--- src/rtl/coffee_dispenser_ctrl_if.sv ---
// Bundle of the dispenser's command, sensor and drive signals.
// The controller uses the slave modport; the machine side uses the master modport.
interface coffee_dispenser_ctrl_if #(
  parameter int SEL_W = 2
);
  logic                  START;
  logic [SEL_W-1:0]      SEL;
  logic                  SR;
  logic                  SP;
  logic                  SN;
  logic                  A;
  logic                  VL;
  logic [4:0]            ERR;
  logic [2**SEL_W-1:0]   SEL_LED;
  logic                  AQ;
  logic                  PP;
  logic                  P;
  logic                  M;
  logic                  BUSY;
  logic                  DONE;

  modport master (
    output START, SEL, SR, SP, SN, A, VL,
    input  ERR, SEL_LED, AQ, PP, P, M, BUSY, DONE
  );

  modport slave (
    input  START, SEL, SR, SP, SN, A, VL,
    output ERR, SEL_LED, AQ, PP, P, M, BUSY, DONE
  );
endinterface

--- src/rtl/coffee_dispenser_ctrl.sv ---
// Brew sequencer: heat -> powder -> pour (recipe-scaled) -> mix -> finish,
// with sensor-driven aborts into a sticky-error FAULT state.
module coffee_dispenser_ctrl #(
  parameter int SEL_W      = 2,
  parameter int HEAT_CYC   = 8,
  parameter int POWDER_CYC = 4,
  parameter int POUR_BASE  = 10,
  parameter int MIX_CYC    = 6,
  parameter int CNT_W      = 16
) (
  input logic                    CLK,
  input logic                    RST_N,
  coffee_dispenser_ctrl_if.slave bus
);

  localparam int NREC = 2**SEL_W;
  localparam logic [63:0] POUR_MAX = 64'(POUR_BASE) * 64'(NREC);
  localparam logic [63:0] CNT_LIM  = (64'd1 << CNT_W) - 64'd1;

  generate
    if (HEAT_CYC == 0 || POWDER_CYC == 0 || POUR_BASE == 0 || MIX_CYC == 0) begin : g_zero_phase
      $error("coffee_dispenser_ctrl: phase length parameters must be non-zero");
    end
    if (POUR_MAX > CNT_LIM) begin : g_pour_overflow
      $error("coffee_dispenser_ctrl: longest pour does not fit in CNT_W bits");
    end
  endgenerate

  typedef enum logic [2:0] {
    S_IDLE,
    S_HEAT,
    S_POWDER,
    S_POUR,
    S_MIX,
    S_FIN,
    S_FAULT
  } state_t;

  state_t            state_q, state_d;
  logic [CNT_W-1:0]  cnt_q, cnt_d;
  logic [SEL_W-1:0]  sel_q, sel_d;
  logic [4:0]        err_q, err_d;
  logic [4:0]        sens_n;
  logic              sensors_ok;
  logic              phase_end;
  logic              busy_d;
  logic [NREC-1:0]   led_onehot;
  logic [NREC-1:0]   led_q;
  logic              aq_q, pp_q, p_q, m_q, busy_q, done_q;

  assign sens_n     = ~{bus.VL, bus.A, bus.SN, bus.SP, bus.SR};
  assign sensors_ok = (sens_n == 5'b00000);
  assign phase_end  = (cnt_q == '0);

  always_comb begin
    state_d = state_q;
    sel_d   = sel_q;
    cnt_d   = cnt_q;
    err_d   = sens_n;

    // Aborts are checked before phase completion so they win on the last cycle.
    unique case (state_q)
      S_IDLE: begin
        if (bus.START) begin
          if (sensors_ok) begin
            state_d = S_HEAT;
            sel_d   = bus.SEL;
          end else begin
            state_d = S_FAULT;
          end
        end
      end
      S_HEAT: begin
        if (!bus.VL || !bus.A)  state_d = S_FAULT;
        else if (phase_end)     state_d = S_POWDER;
      end
      S_POWDER: begin
        if (!bus.VL)            state_d = S_FAULT;
        else if (phase_end)     state_d = S_POUR;
      end
      S_POUR: begin
        if (!bus.VL || !bus.A)  state_d = S_FAULT;
        else if (phase_end)     state_d = S_MIX;
      end
      S_MIX: begin
        if (!bus.VL)            state_d = S_FAULT;
        else if (phase_end)     state_d = S_FIN;
      end
      S_FIN: begin
        state_d = S_IDLE;
      end
      S_FAULT: begin
        if (sensors_ok && !bus.START) state_d = S_IDLE;
      end
      default: begin
        state_d = S_IDLE;
      end
    endcase

    if (state_q == S_FAULT) begin
      err_d = (state_d == S_IDLE) ? 5'b00000 : (err_q | sens_n);
    end

    // Timer holds cycles remaining minus one, reloaded on every state change.
    if (state_d != state_q) begin
      unique case (state_d)
        S_HEAT:   cnt_d = CNT_W'(HEAT_CYC - 1);
        S_POWDER: cnt_d = CNT_W'(POWDER_CYC - 1);
        S_POUR:   cnt_d = CNT_W'(POUR_BASE) * (CNT_W'(sel_d) + CNT_W'(1)) - CNT_W'(1);
        S_MIX:    cnt_d = CNT_W'(MIX_CYC - 1);
        default:  cnt_d = '0;
      endcase
    end else if (!phase_end) begin
      cnt_d = cnt_q - CNT_W'(1);
    end

    busy_d = (state_d == S_HEAT) || (state_d == S_POWDER) || (state_d == S_POUR) ||
             (state_d == S_MIX)  || (state_d == S_FIN);
  end

  generate
    for (genvar gi = 0; gi < NREC; gi++) begin : g_led
      assign led_onehot[gi] = (sel_d == SEL_W'(gi));
    end
  endgenerate

  always_ff @(posedge CLK or negedge RST_N) begin
    if (!RST_N) begin
      state_q <= S_IDLE;
      cnt_q   <= '0;
      sel_q   <= '0;
      err_q   <= '0;
      led_q   <= '0;
      aq_q    <= 1'b0;
      pp_q    <= 1'b0;
      p_q     <= 1'b0;
      m_q     <= 1'b0;
      busy_q  <= 1'b0;
      done_q  <= 1'b0;
    end else begin
      state_q <= state_d;
      cnt_q   <= cnt_d;
      sel_q   <= sel_d;
      err_q   <= err_d;
      led_q   <= busy_d ? led_onehot : '0;
      aq_q    <= (state_d == S_HEAT);
      pp_q    <= (state_d == S_POWDER);
      p_q     <= (state_d == S_POUR);
      m_q     <= (state_d == S_MIX);
      busy_q  <= busy_d;
      done_q  <= (state_d == S_FIN);
    end
  end

  assign bus.ERR     = err_q;
  assign bus.SEL_LED = led_q;
  assign bus.AQ      = aq_q;
  assign bus.PP      = pp_q;
  assign bus.P       = p_q;
  assign bus.M       = m_q;
  assign bus.BUSY    = busy_q;
  assign bus.DONE    = done_q;

endmodule

--- src/flat_wrapper.sv ---
// flat-port wrapper written by rule: the top's interface ports become plain ports
module coffee_dispenser_ctrl_flat 
#(
  parameter int SEL_W      = 2,
  parameter int HEAT_CYC   = 8,
  parameter int POWDER_CYC = 4,
  parameter int POUR_BASE  = 10,
  parameter int MIX_CYC    = 6,
  parameter int CNT_W      = 16
)
  (CLK, RST_N, bus_START, bus_SEL, bus_SR, bus_SP, bus_SN, bus_A, bus_VL, bus_ERR, bus_SEL_LED, bus_AQ, bus_PP, bus_P, bus_M, bus_BUSY, bus_DONE);
  coffee_dispenser_ctrl_if #(.SEL_W(SEL_W)) bus_i ();
  input logic CLK;
  input logic RST_N;
  input wire logic [$bits(bus_i.START)-1:0] bus_START;
  input wire logic [$bits(bus_i.SEL)-1:0] bus_SEL;
  input wire logic [$bits(bus_i.SR)-1:0] bus_SR;
  input wire logic [$bits(bus_i.SP)-1:0] bus_SP;
  input wire logic [$bits(bus_i.SN)-1:0] bus_SN;
  input wire logic [$bits(bus_i.A)-1:0] bus_A;
  input wire logic [$bits(bus_i.VL)-1:0] bus_VL;
  output wire logic [$bits(bus_i.ERR)-1:0] bus_ERR;
  output wire logic [$bits(bus_i.SEL_LED)-1:0] bus_SEL_LED;
  output wire logic [$bits(bus_i.AQ)-1:0] bus_AQ;
  output wire logic [$bits(bus_i.PP)-1:0] bus_PP;
  output wire logic [$bits(bus_i.P)-1:0] bus_P;
  output wire logic [$bits(bus_i.M)-1:0] bus_M;
  output wire logic [$bits(bus_i.BUSY)-1:0] bus_BUSY;
  output wire logic [$bits(bus_i.DONE)-1:0] bus_DONE;
  assign bus_i.START = bus_START;
  assign bus_i.SEL = bus_SEL;
  assign bus_i.SR = bus_SR;
  assign bus_i.SP = bus_SP;
  assign bus_i.SN = bus_SN;
  assign bus_i.A = bus_A;
  assign bus_i.VL = bus_VL;
  assign bus_ERR = bus_i.ERR;
  assign bus_SEL_LED = bus_i.SEL_LED;
  assign bus_AQ = bus_i.AQ;
  assign bus_PP = bus_i.PP;
  assign bus_P = bus_i.P;
  assign bus_M = bus_i.M;
  assign bus_BUSY = bus_i.BUSY;
  assign bus_DONE = bus_i.DONE;
  coffee_dispenser_ctrl #(.SEL_W(SEL_W), .HEAT_CYC(HEAT_CYC), .POWDER_CYC(POWDER_CYC), .POUR_BASE(POUR_BASE), .MIX_CYC(MIX_CYC), .CNT_W(CNT_W)) u_core (.CLK(CLK), .RST_N(RST_N), .bus(bus_i));
endmodule
--- config.mk ---
export PLATFORM = sky130hd
export DESIGN_NAME = coffee_dispenser_ctrl_flat
export DESIGN_NICKNAME = d
export VERILOG_FILES = /design/src/rtl/coffee_dispenser_ctrl_if.sv /design/src/rtl/coffee_dispenser_ctrl.sv /design/src/flat_wrapper.sv
export SDC_FILE = /design/constraint.sdc
export NUM_CORES = 1
export LEC_CHECK = 0
export ABC_AREA = 1
export CAP_MARGIN = 10
export CELL_PAD_IN_SITES_DETAIL_PLACEMENT = 1
export CELL_PAD_IN_SITES_GLOBAL_PLACEMENT = 1
export CORE_ASPECT_RATIO = 0.6
export CORE_MARGIN = 5
export CORE_UTILIZATION = 44
export CTS_CLUSTER_SIZE = 14
export DETAILED_ROUTE_END_ITERATION = 8
export HOLD_SLACK_MARGIN = 0.15
export PLACE_DENSITY = 0.86
export SYNTH_ARGS = -nofsm -noshare
export SYNTH_HDL_FRONTEND = slang
export SYNTH_SLANG_ARGS = --single-unit
--- constraint.sdc ---
create_clock -name CLK -period 5.1 [get_ports CLK]
set_input_delay 1.275 -clock CLK [delete_from_list [all_inputs] [get_ports CLK]]
set_output_delay 1.275 -clock CLK [all_outputs]
set_load 0.02 [all_outputs]
=== Yosys cells after proc, flatten, opt, wreduce, memory -nomap -nowiden ===
Index checks and enable logic that the tools add are counted.

* Add/sub/neg operators: 3
* Multiply operators: 1
* Divide/modulo/power cells: 0
* Order comparisons: 0
* Equal/unequal tests: 15
* Shifts and indexed selects: 0
* Muxes and demuxes: 21
* Bitwise gates (word level): 2
* Reduce and logical (&&, ||, !) cells: 14

{| class="wikitable"
|+ Operator list
! operator !! number
|-
| one-hot mux 16 bit (4 select lines) || 1
|-
| two-way mux 3 bit || 11
|-
| two-way mux 16 bit || 2
|-
| subtractor 16 x 1 -> 16 bit (second input constant) || 2
|-
| one-hot mux 3 bit (6 select lines) || 1
|-
| logical NOT 16 bit || 1
|-
| multiplier 3 x 16 -> 15 bit (first input constant) || 1
|-
| == test 3 x 2 -> 1 bit (second input constant) || 4
|-
| == test 3 bit (second input constant) || 4
|-
| two-way mux 5 bit || 2
|-
| == test 3 x 1 -> 1 bit (second input constant) || 2
|-
| logical NOT 3 bit || 2
|-
| two-way mux 2 bit || 3
|-
| logical NOT 5 bit || 1
|-
| logical OR 1 bit || 5
|-
| NOT 5 bit || 1
|-
| OR 5 bit || 1
|-
| == test 2 bit (second input constant) || 2
|-
| two-way mux 4 bit || 1
|-
| adder 2 x 1 -> 3 bit (second input constant) || 1
|-
| logical NOT 1 bit || 3
|-
| inequality test 3 bit || 1
|-
| == test 2 x 1 -> 1 bit (second input constant) || 1
|-
| logical NOT 2 bit || 1
|-
| 2 further kinds || 2
|}

* Register bits after elaboration: 36
* Latch bits: 0
* RAM bits: 0
* ROM bits: 0
* Input bits: 10
* Output and inout port bits: 15
* Logic and storage cells: 67
* Memories kept: 0

=== Logic depth before layout (Yosys ltp) ===
Gate-level depths: netlist (run 1).

* Depth in word-level cells: 11
* Gate-level depth with buffers: 17
* Mapped depth without buffers: 17

=== Worst setup path after synthesis (run 1) ===
Ideal clock, no wire load.

* Path type: input to register
* From: input bus_START
* To: register u_core.cnt_q[6]
* Setup time: 0.077 ns
* Arrival time: 3.122 ns
* Required time: 5.023 ns
* Slack: 1.901 ns
* Cell stages on the path: 13
* Path buffers: 0
* Path through: nand2_1 > nor2_1 > nand3_1 > o21ai_0 > inv_1 > ha_1 > inv_1 > nor2_1 > nand2_1 > ha_1 > nor2_1 > nand2_1 > a21oi_1

* Cells in the longest elaborated chain, start to end: 7
* Elaborated cells between the ends (all ways): 18
* Classes of those cells: 2 x add/sub; 1 x mul; 6 x eq/ne; 7 x mux; 2 x reduce/logical

{| class="wikitable"
|+ Ends and longest elaborated chain
! what !! RTL line !! text
|-
| start: declaration || flat_wrapper.sv:15 || <nowiki>input wire logic [$bits(bus_i.START)-1:0] bus_START;</nowiki>
|-
| two-way mux 2 bit || coffee_dispenser_ctrl.sv:64 || <nowiki>if (bus.START) begin</nowiki>
|-
| two-way mux 2 bit || coffee_dispenser_ctrl.sv:62 || <nowiki>unique case (state_q)</nowiki>
|-
| named net u_core.sel_d[1] || coffee_dispenser_ctrl.sv:41 || <nowiki>logic [SEL_W-1:0] sel_q, sel_d;</nowiki>
|-
| adder 2 x 1 -> 3 bit || coffee_dispenser_ctrl.sv:109 || <nowiki>S_POUR: cnt_d = CNT_W'(POUR_BASE) * (CNT_W'(sel_d) + CNT_W'(1)) - CNT_W'(1);</nowiki>
|-
| multiplier 3 x 16 -> 15 bit || coffee_dispenser_ctrl.sv:109 ||
|-
| subtractor 16 x 1 -> 16 bit || coffee_dispenser_ctrl.sv:109 ||
|-
| one-hot mux 16 bit (4 select lines) || coffee_dispenser_ctrl.sv:106 || <nowiki>unique case (state_d)</nowiki>
|-
| two-way mux 16 bit || coffee_dispenser_ctrl.sv:105 || <nowiki>if (state_d != state_q) begin</nowiki>
|-
| end signal: assignment || coffee_dispenser_ctrl.sv:142 || <nowiki>cnt_q <= cnt_d;</nowiki>
|-
| end: declaration || coffee_dispenser_ctrl.sv:40 || <nowiki>logic [CNT_W-1:0] cnt_q, cnt_d;</nowiki>
|}

The timed path passes the listed nets, and every way through them passes these cells.
A chain may end at the register's enable or synchronous reset.

=== Worst setup path in the final report (run 1) ===
* From: input bus_VL
* To: register u_core.cnt_q[6]

* Cells in the longest elaborated chain, start to end: 10
* Elaborated cells between the ends (all ways): 27
* Classes of those cells: 2 x add/sub; 1 x mul; 6 x eq/ne; 13 x mux; 1 x bitwise; 4 x reduce/logical

{| class="wikitable"
|+ Ends and longest elaborated chain
! what !! RTL line !! text
|-
| start: declaration || flat_wrapper.sv:21 || <nowiki>input wire logic [$bits(bus_i.VL)-1:0] bus_VL;</nowiki>
|-
| NOT 5 bit || coffee_dispenser_ctrl.sv:51 || <nowiki>assign sens_n = ~{bus.VL, bus.A, bus.SN, bus.SP, bus.SR};</nowiki>
|-
| logical NOT 5 bit || coffee_dispenser_ctrl.sv:52 || <nowiki>assign sensors_ok = (sens_n == 5'b00000);</nowiki>
|-
| two-way mux 2 bit || coffee_dispenser_ctrl.sv:65 || <nowiki>if (sensors_ok) begin</nowiki>
|-
| two-way mux 2 bit || coffee_dispenser_ctrl.sv:64 ||
|-
| two-way mux 2 bit || coffee_dispenser_ctrl.sv:62 ||
|-
| named net u_core.sel_d[1] || coffee_dispenser_ctrl.sv:41 ||
|-
| adder 2 x 1 -> 3 bit || coffee_dispenser_ctrl.sv:109 ||
|-
| multiplier 3 x 16 -> 15 bit || coffee_dispenser_ctrl.sv:109 ||
|-
| subtractor 16 x 1 -> 16 bit || coffee_dispenser_ctrl.sv:109 ||
|-
| one-hot mux 16 bit (4 select lines) || coffee_dispenser_ctrl.sv:106 ||
|-
| two-way mux 16 bit || coffee_dispenser_ctrl.sv:105 ||
|}

The timed path passes the listed nets, and every way through them passes these cells.

==> results of run 1 <==
==> sequential cells by signal, summed over array words and instances, names as in the netlist <==
name / cells
u_core.cnt_q: 16
u_core.bus.ERR: 5
u_core.bus.SEL_LED: 4
u_core.state_q: 3
u_core.sel_q: 2
u_core.bus.AQ: 1
u_core.bus.BUSY: 1
u_core.bus.DONE: 1
u_core.bus.M: 1
u_core.bus.P: 1
u_core.bus.PP: 1
==> layer usage <==
layer,wire length (µm),vias to the layer above,global-route usage (%),part of all wire [%]
met2,2790,56,31.7,42
met5,0,-,0,0
met4,37,0,3.93,0.55
li1,-,987,-,-
met1,3480,997,34.3,52
met3,393,6,4.56,5.9
==> placed cells by master (no fill, tap or decap), drive strengths merged <==
master / count
buf: 1
a21oi: 15
nand2: 78
o21ai: 7
xnor2: 8
nor3: 3
clkdlybuf4s50: 23
clkbuf: 7
ha: 8
clkinv: 1
xor2: 8
inv: 43
nand3: 22
dfrtp: 36
nor2: 38
a21boi: 1
nand4: 21
==> how the worst max path moves through the flow <==
stage	end	slack, ns	cells after the start
finish	u_core.cnt_q[6]	1.28	14
global route	u_core.cnt_q[14]	0.99	15
CTS	u_core.cnt_q[6]	1.27	14
detailed placement	u_core.cnt_q[6]	1.03	14
global placement	u_core.cnt_q[6]	1.19	14
floorplan	u_core.cnt_q[6]	1.90	13
==> layout make-up <==
type	count	area, µm²
fill	648	2390
inverter	44	165
sequential	36	901
clock buffer	7	96.3
timing repair buffer	24	235
tap	66	82.6
multi-input combinational	209	1130
==> power by group through the flow <==
| stage | Clock [W] | Combinational, W | Sequential [W] |
|---|---|---|---|
| 4_1_cts | 0.000229 | 0.00112 | 0.000437 |
| 3_5_place_dp | 0 | 0.00110 | 0.000442 |
| 6_report | 0.000222 | 0.00112 | 0.000438 |
| 3_3_place_gp | 0 | 0.00106 | 0.000438 |
| 2_1_floorplan | 0 | 0.000785 | 0.000477 |
| 5_1_grt | 0.000245 | 0.00125 | 0.000449 |
==> logic make-up (layout without fill, tap and decap cells) <==
family / Yosys count / after routing
and+or+nand+nor: 162 / 162
DFF: 36 / 36
AOI/OAI and AO/OA: 23 / 23
buffers and inverters: 49 / 75
xor gates and xnor gates: 16 / 16
adders and majority gates: 8 / 8
==> per-stage QoR <==
step | power [W] | worst slack [ns] | hold slack, ns
2_1_floorplan | 0.00126 | 1.90 | 0.471
3_3_place_gp | 0.00150 | 1.19 | 0.508
3_5_place_dp | 0.00155 | 1.03 | 0.535
4_1_cts | 0.00178 | 1.27 | 0.552
5_1_grt | 0.00195 | 0.991 | 0.621
6_report | 0.00178 | 1.28 | 0.555
==> worst reg2reg max path, delay by kind of cell (launching register included) <==
family,cells,cell delay [ns]
and+or+nand+nor,7,0.85
AOI/OAI and AO/OA,2,0.57
adders and majority gates,2,0.53
buffers and inverters,3,0.52
DFF,1,0.50
==> qor.yml, run 1 <==
p_int_w: 0.000851
crit_chain: "clkdlybuf4s50_1 -> nand2_1 -> clkinv_1 -> nand3_1 -> o21ai_0 -> inv_1 -> ha_1 -> inv_1 -> nor2_1 -> nand2_1 -> ha_1 -> nor2_1 -> nand2_1 -> a21oi_1"
r2r_end: "u_core.cnt_q[6]"
synthMuxAreaShare_pct: 0
synth_cell_types: 25
synth_nets: 312
grt_pass1_vias: 2209
io_buffer_count: 24
synthTopCellsByArea: "dfrtp_1 40%, nand2_1 12%, inv_1 6.4%"
core-area_um2: 5000
synth_xor_area_share_pct: 6.24
synth-simple-area-share_pct: 34.6
clk_latency_ns: 0.29
holdBufCountCts: 0
cp.required_ns: 5.31
switching_share_pct: 52.1
syn_area_per_cell_um2: 7.63
slowest_delay_ns: 0.55
cp-end-kind: "register"
whs_path_depth: 2
area_growth_pct: 16.4
period_share_pct: 75.0
p_switching_w: 0.000927
final_util_pct: 52.2
power_frac_comb_pct: 62.9
wl_um: 6700
antenna_found_initial: 0
avgViaCountPerCell: 5.30
yosysSeqAreaShare_pct: 40.1
wl_per_cell_um: 17.4
post_cts_resized: 0
power_frac_clock_pct: 12.5
fmax_mhz: 261
dp.cells: 379
hpwl_um: 5100
ys_dominant_reg_cell: "dfrtp_1"
cts_root_buf: "clkbuf_8"
reg2regPathDepth: 14
start_kind: "input port"
grt_pass1_wl_um: 11500
drive_above_1_share_pct: 9.69
cp_max_fo: 8
netlist_area_um2: 2240
synthDominantCellAreaShare_pct: 40.1
tightest_slew_ns: 0.857
arrival_ns: 4.04
seq_power_share_pct: 24.7
cts_setup_buffers: 0
drt_pass1_iterations: 4
rows: 20
antenna_cells: 0
ys_async_sr_fraction_pct: 100
synth_edf_count: 0
reg2reg_from: "u_core.state_q[0]"
vias: 2046
finalNonFillerCells: 386
cts.clk_slew.worst_paths_ns: 0.07
layout_min_cycle_time_ns: 3.82
status: "complete, no violations"
cts_max_level: 2
cts_tree: "built"
synth_compound_area_share_pct: 5.24
setup_viol: 0
p_per_area_nw_per_um2: 680
slew_viol_final: 0
worstSetupStartpoint: "bus_VL"
cts.sinks: 36
gp_congestion: 0.948
dpl_cell_area_um2: 2520
hold_end: "u_core.cnt_q[1]"
synth_fa_ha_area_share_pct: 4.46
initial_core_util_pct: 44.9
setup_tns_ns: 0
netlist_instances: 294
cts_buffers: 5
skew_ns: 0.00900
r2r_slack_ns: 2.05
synth_top_family_by_area: "simple AND/OR/NAND/NOR gates"
postSynthRegisterBits: 36
drt_iter0_markers: 118
power.leakage_nw: 1.34
track_usage_pct: 22.2
die_w_um: 102
ios: 25
slowest_stage: "clkdlybuf4s50_1"
grt_setup_unrepaired: "no"
crit_top_cell: "nand2_1"
drcViolationCount: 0
synth.most_common_cell: "nand2_1"
fin_nets: 338
dieArea_um2: 6680
timing.slew.headroom_pct: 42.9
hold_class: "register to register"
grt_overflow: 0
yosysTopAreaCell: "dfrtp_1"
crit_family: "buffers and inverters"
drtAntennaViolNets: 0
worstHoldStart: "u_core.cnt_q[1]"
grt_max_degree: 37
synthTopCellsByCount: "73 x nand2_1, 38 x inv_1, 36 x dfrtp_1"
cap_violations: 0
ir_drop_v: 0.000274
critPathBufInv: 4
worstSetupPathType: "input port to register"
fin_area_um2: 2610
yosysWarningCount: 0
die_h_um: 65.3
clock_path_buffers: 2
hold_viol_final: 0
(Power assumes the default switching activity.)
==> run 2, diff against run 1 <==
Settings changed: CORE_UTILIZATION 44 to 41, PLACE_DENSITY 0.86 to 0.81.
Clock period 5.1 ns to 4 ns, I/O delays scaled along.
==> run 2 against run 1 <==
  * Clock skew is essentially flat
  * Largest power group unchanged
  * Clock power rose by 110%
  * Global-route usage down 2.0 points
  * Largest cell class unchanged
  * Final cell count is 0.78% higher
  * Sequential share of layout area is 0.99 points lower
  * Worst hold slack worse by 0.011 ns
  * Routed wire length shrank 4.5%
  * Setup slack worse by 0.84 ns
  * Design area rose by 3.0%
==> qor.yml, run 2 (synthesized netlist as in run 1, its figures left out) <==
rows: 20  # unchanged
setup_viol: 0  # unchanged
hold_end: "u_core.cnt_q[1]"  # unchanged
status: "complete, no violations"  # unchanged
finalNonFillerCells: 389  # was 386
cts.clk_slew.worst_paths_ns: 0.08  # was 0.07 ns
period_share_pct: 89.1
wl_per_cell_um: 16.4  # was 17.4 µm
cp_max_fo: 8  # unchanged
cap_violations: 0  # unchanged
cts_root_buf: "clkbuf_8"  # unchanged
place_worst_setup_slack_ns: 0.140  # was 1.03 ns
slowest_delay_ns: 0.54  # was 0.55 ns
cts_setup_buffers: 0  # unchanged
die_h_um: 67.3  # was 65.3 µm
fin_nets: 340  # was 338
ir_drop_v: 0.000357  # was 0.000274 V
dieArea_um2: 7100  # was 6680 µm²
area_growth_pct: 19.9  # was 16.4%
timing.slew.headroom_pct: 45.7  # was 42.9%
cts_max_level: 2  # unchanged
grt_pass1_wl_um: 10900  # was 11500 µm
layout_min_cycle_time_ns: 3.57
antenna_cells: 0  # unchanged
crit_chain: "clkdlybuf4s50_1 -> nand2_1 -> clkinv_1 -> nand3_1 -> o21ai_0 -> inv_1 -> ha_1 -> inv_1 -> nor2_1 -> nand2_1 -> ha_1 -> nor2_1 -> nand2_1 -> a21oi_1"  # unchanged
cp-end-kind: "register"  # unchanged
crit_top_cell: "nand2_1"  # unchanged
arrival_ns: 3.79  # was 4.04 ns
slew_viol_final: 0  # unchanged
hold_class: "register to register"  # unchanged
final_cell_mix: "73 x nand2_1, 38 x inv_1, 36 x dfrtp_1"  # unchanged
top_register: "u_core.cnt_q"  # unchanged
r2r_slack_ns: 0.98  # was 2.05 ns
grt_setup_unrepaired: "no"  # unchanged
core-area_um2: 5180  # was 5000 µm²
fin_area_um2: 2690  # was 2610 µm²
cts.sinks: 36  # unchanged
p_per_area_nw_per_um2: 913  # was 680 nW/µm²
fin_ws_ns: 0.435  # was 1.28 ns
power.leakage_nw: 1.38  # was 1.34 nW
drcViolationCount: 0  # unchanged
holdBufCountCts: 0  # unchanged
ios: 25  # unchanged
drive_above_1_share_pct: 10.5  # was 9.69%
fmax_mhz: 280
skew_ns: 0.00943  # was 0.00900 ns
die_w_um: 106  # was 102 µm
drtAntennaViolNets: 0  # unchanged
hold_viol_final: 0  # unchanged
avgViaCountPerCell: 5.16  # was 5.30
whs_path_depth: 2  # unchanged
worstSetupPathType: "input port to register"  # unchanged
cts_tree: "built"  # unchanged
largest_reg_flops: 16  # unchanged
initial_core_util_pct: 43.3  # was 44.9%
cp.required_ns: 4.22  # was 5.31 ns
worstHoldStart: "u_core.cnt_q[1]"  # unchanged
wl_um: 6400  # was 6700 µm
track_usage_pct: 20.1  # was 22.2%
gp_congestion: 0.887  # was 0.948
setup_tns_ns: 0  # unchanged
clock_path_buffers: 2  # unchanged
grt_pass1_vias: 2078  # was 2209
drt_pass1_iterations: 4  # unchanged
io_buffer_count: 24  # unchanged
drt_iter0_markers: 96  # was 118
tightest_slew_ns: 0.814  # was 0.857 ns
hold_slack_ns: 0.544  # was 0.555 ns
hpwl_um: 4910  # was 5100 µm
slowest_stage: "clkdlybuf4s50_1"  # unchanged
r2r_end: "u_core.cnt_q[6]"  # unchanged
layout_commonest_cell: "nand2_1"  # unchanged
grt_overflow: 0  # unchanged
crit_family: "buffers and inverters"  # unchanged
vias: 2008  # was 2046
critPathBufInv: 4  # unchanged
dp.cells: 381  # was 379
reg2regPathDepth: 14  # unchanged
antenna_found_initial: 0  # unchanged
reg2reg_from: "u_core.state_q[0]"  # unchanged
start_kind: "input port"  # unchanged
grt_max_degree: 37  # unchanged
post_cts_resized: 0  # unchanged
dpl_cell_area_um2: 2530  # was 2520 µm²
clk_latency_ns: 0.30  # was 0.29 ns
cts_buffers: 5  # unchanged
-- run 2: layout make-up --
class / instances / area (µm²)
clock buffers: 5 / 68.8
repair buffers: 26 / 250
inverters: 44 / 165
clock inverters: 3 / 90.1
fillers: 649 / 2490
multi-input cells: 209 / 1130
flip-flops and latches: 36 / 901
well taps: 66 / 82.6
-- run 2: power breakdown --
part | internal, W | total [W] | switching, W
clock network | 0.000312 | 0.000460 | 0.000148
logic | 0.000484 | 0.00144 | 0.000954
registers | 0.000478 | 0.000558 | 0.0000804
total | 0.00127 | 0.00246 | 0.00118
-- run 2: layer usage --
layer | vias up | share of wire [%] | global-route usage [%]
met5 | - | 0 | 0
met4 | 0 | 0.86 | 4.68
met3 | 11 | 6.5 | 4.49
met2 | 52 | 38 | 27.4
met1 | 957 | 54 | 31.7
li1 | 988 | - | -
-- run 2: worst max path at each step --
| stage | start | end | cells after the start |
|---|---|---|---|
| after floorplan | bus_START | u_core.cnt_q[6] | 13 |
| after global placement | bus_VL | u_core.cnt_q[6] | 14 |
| after detailed placement | bus_VL | u_core.cnt_q[6] | 14 |
| final | bus_VL | u_core.cnt_q[6] | 14 |
| after global routing | bus_VL | u_core.cnt_q[6] | 14 |
| after CTS | bus_VL | u_core.cnt_q[6] | 14 |
-- run 2: per-stage QoR --
| step | power, W | util (%) |
|---|---|---|
| after floorplan | 0.00161 | - |
| after detailed placement | 0.00199 | 48.9 |
| final | 0.00246 | 52.0 |
| after CTS | 0.00247 | 52.0 |
| after global placement | 0.00196 | 48.9 |
| after global routing | 0.00267 | 52.0 |
-- run 2: worst min-delay path, delay by kind of cell (launching register included) --
family,cells,cell delay [ns]
flip-flops,1,0.39
AND/OR/NAND/NOR,2,0.12
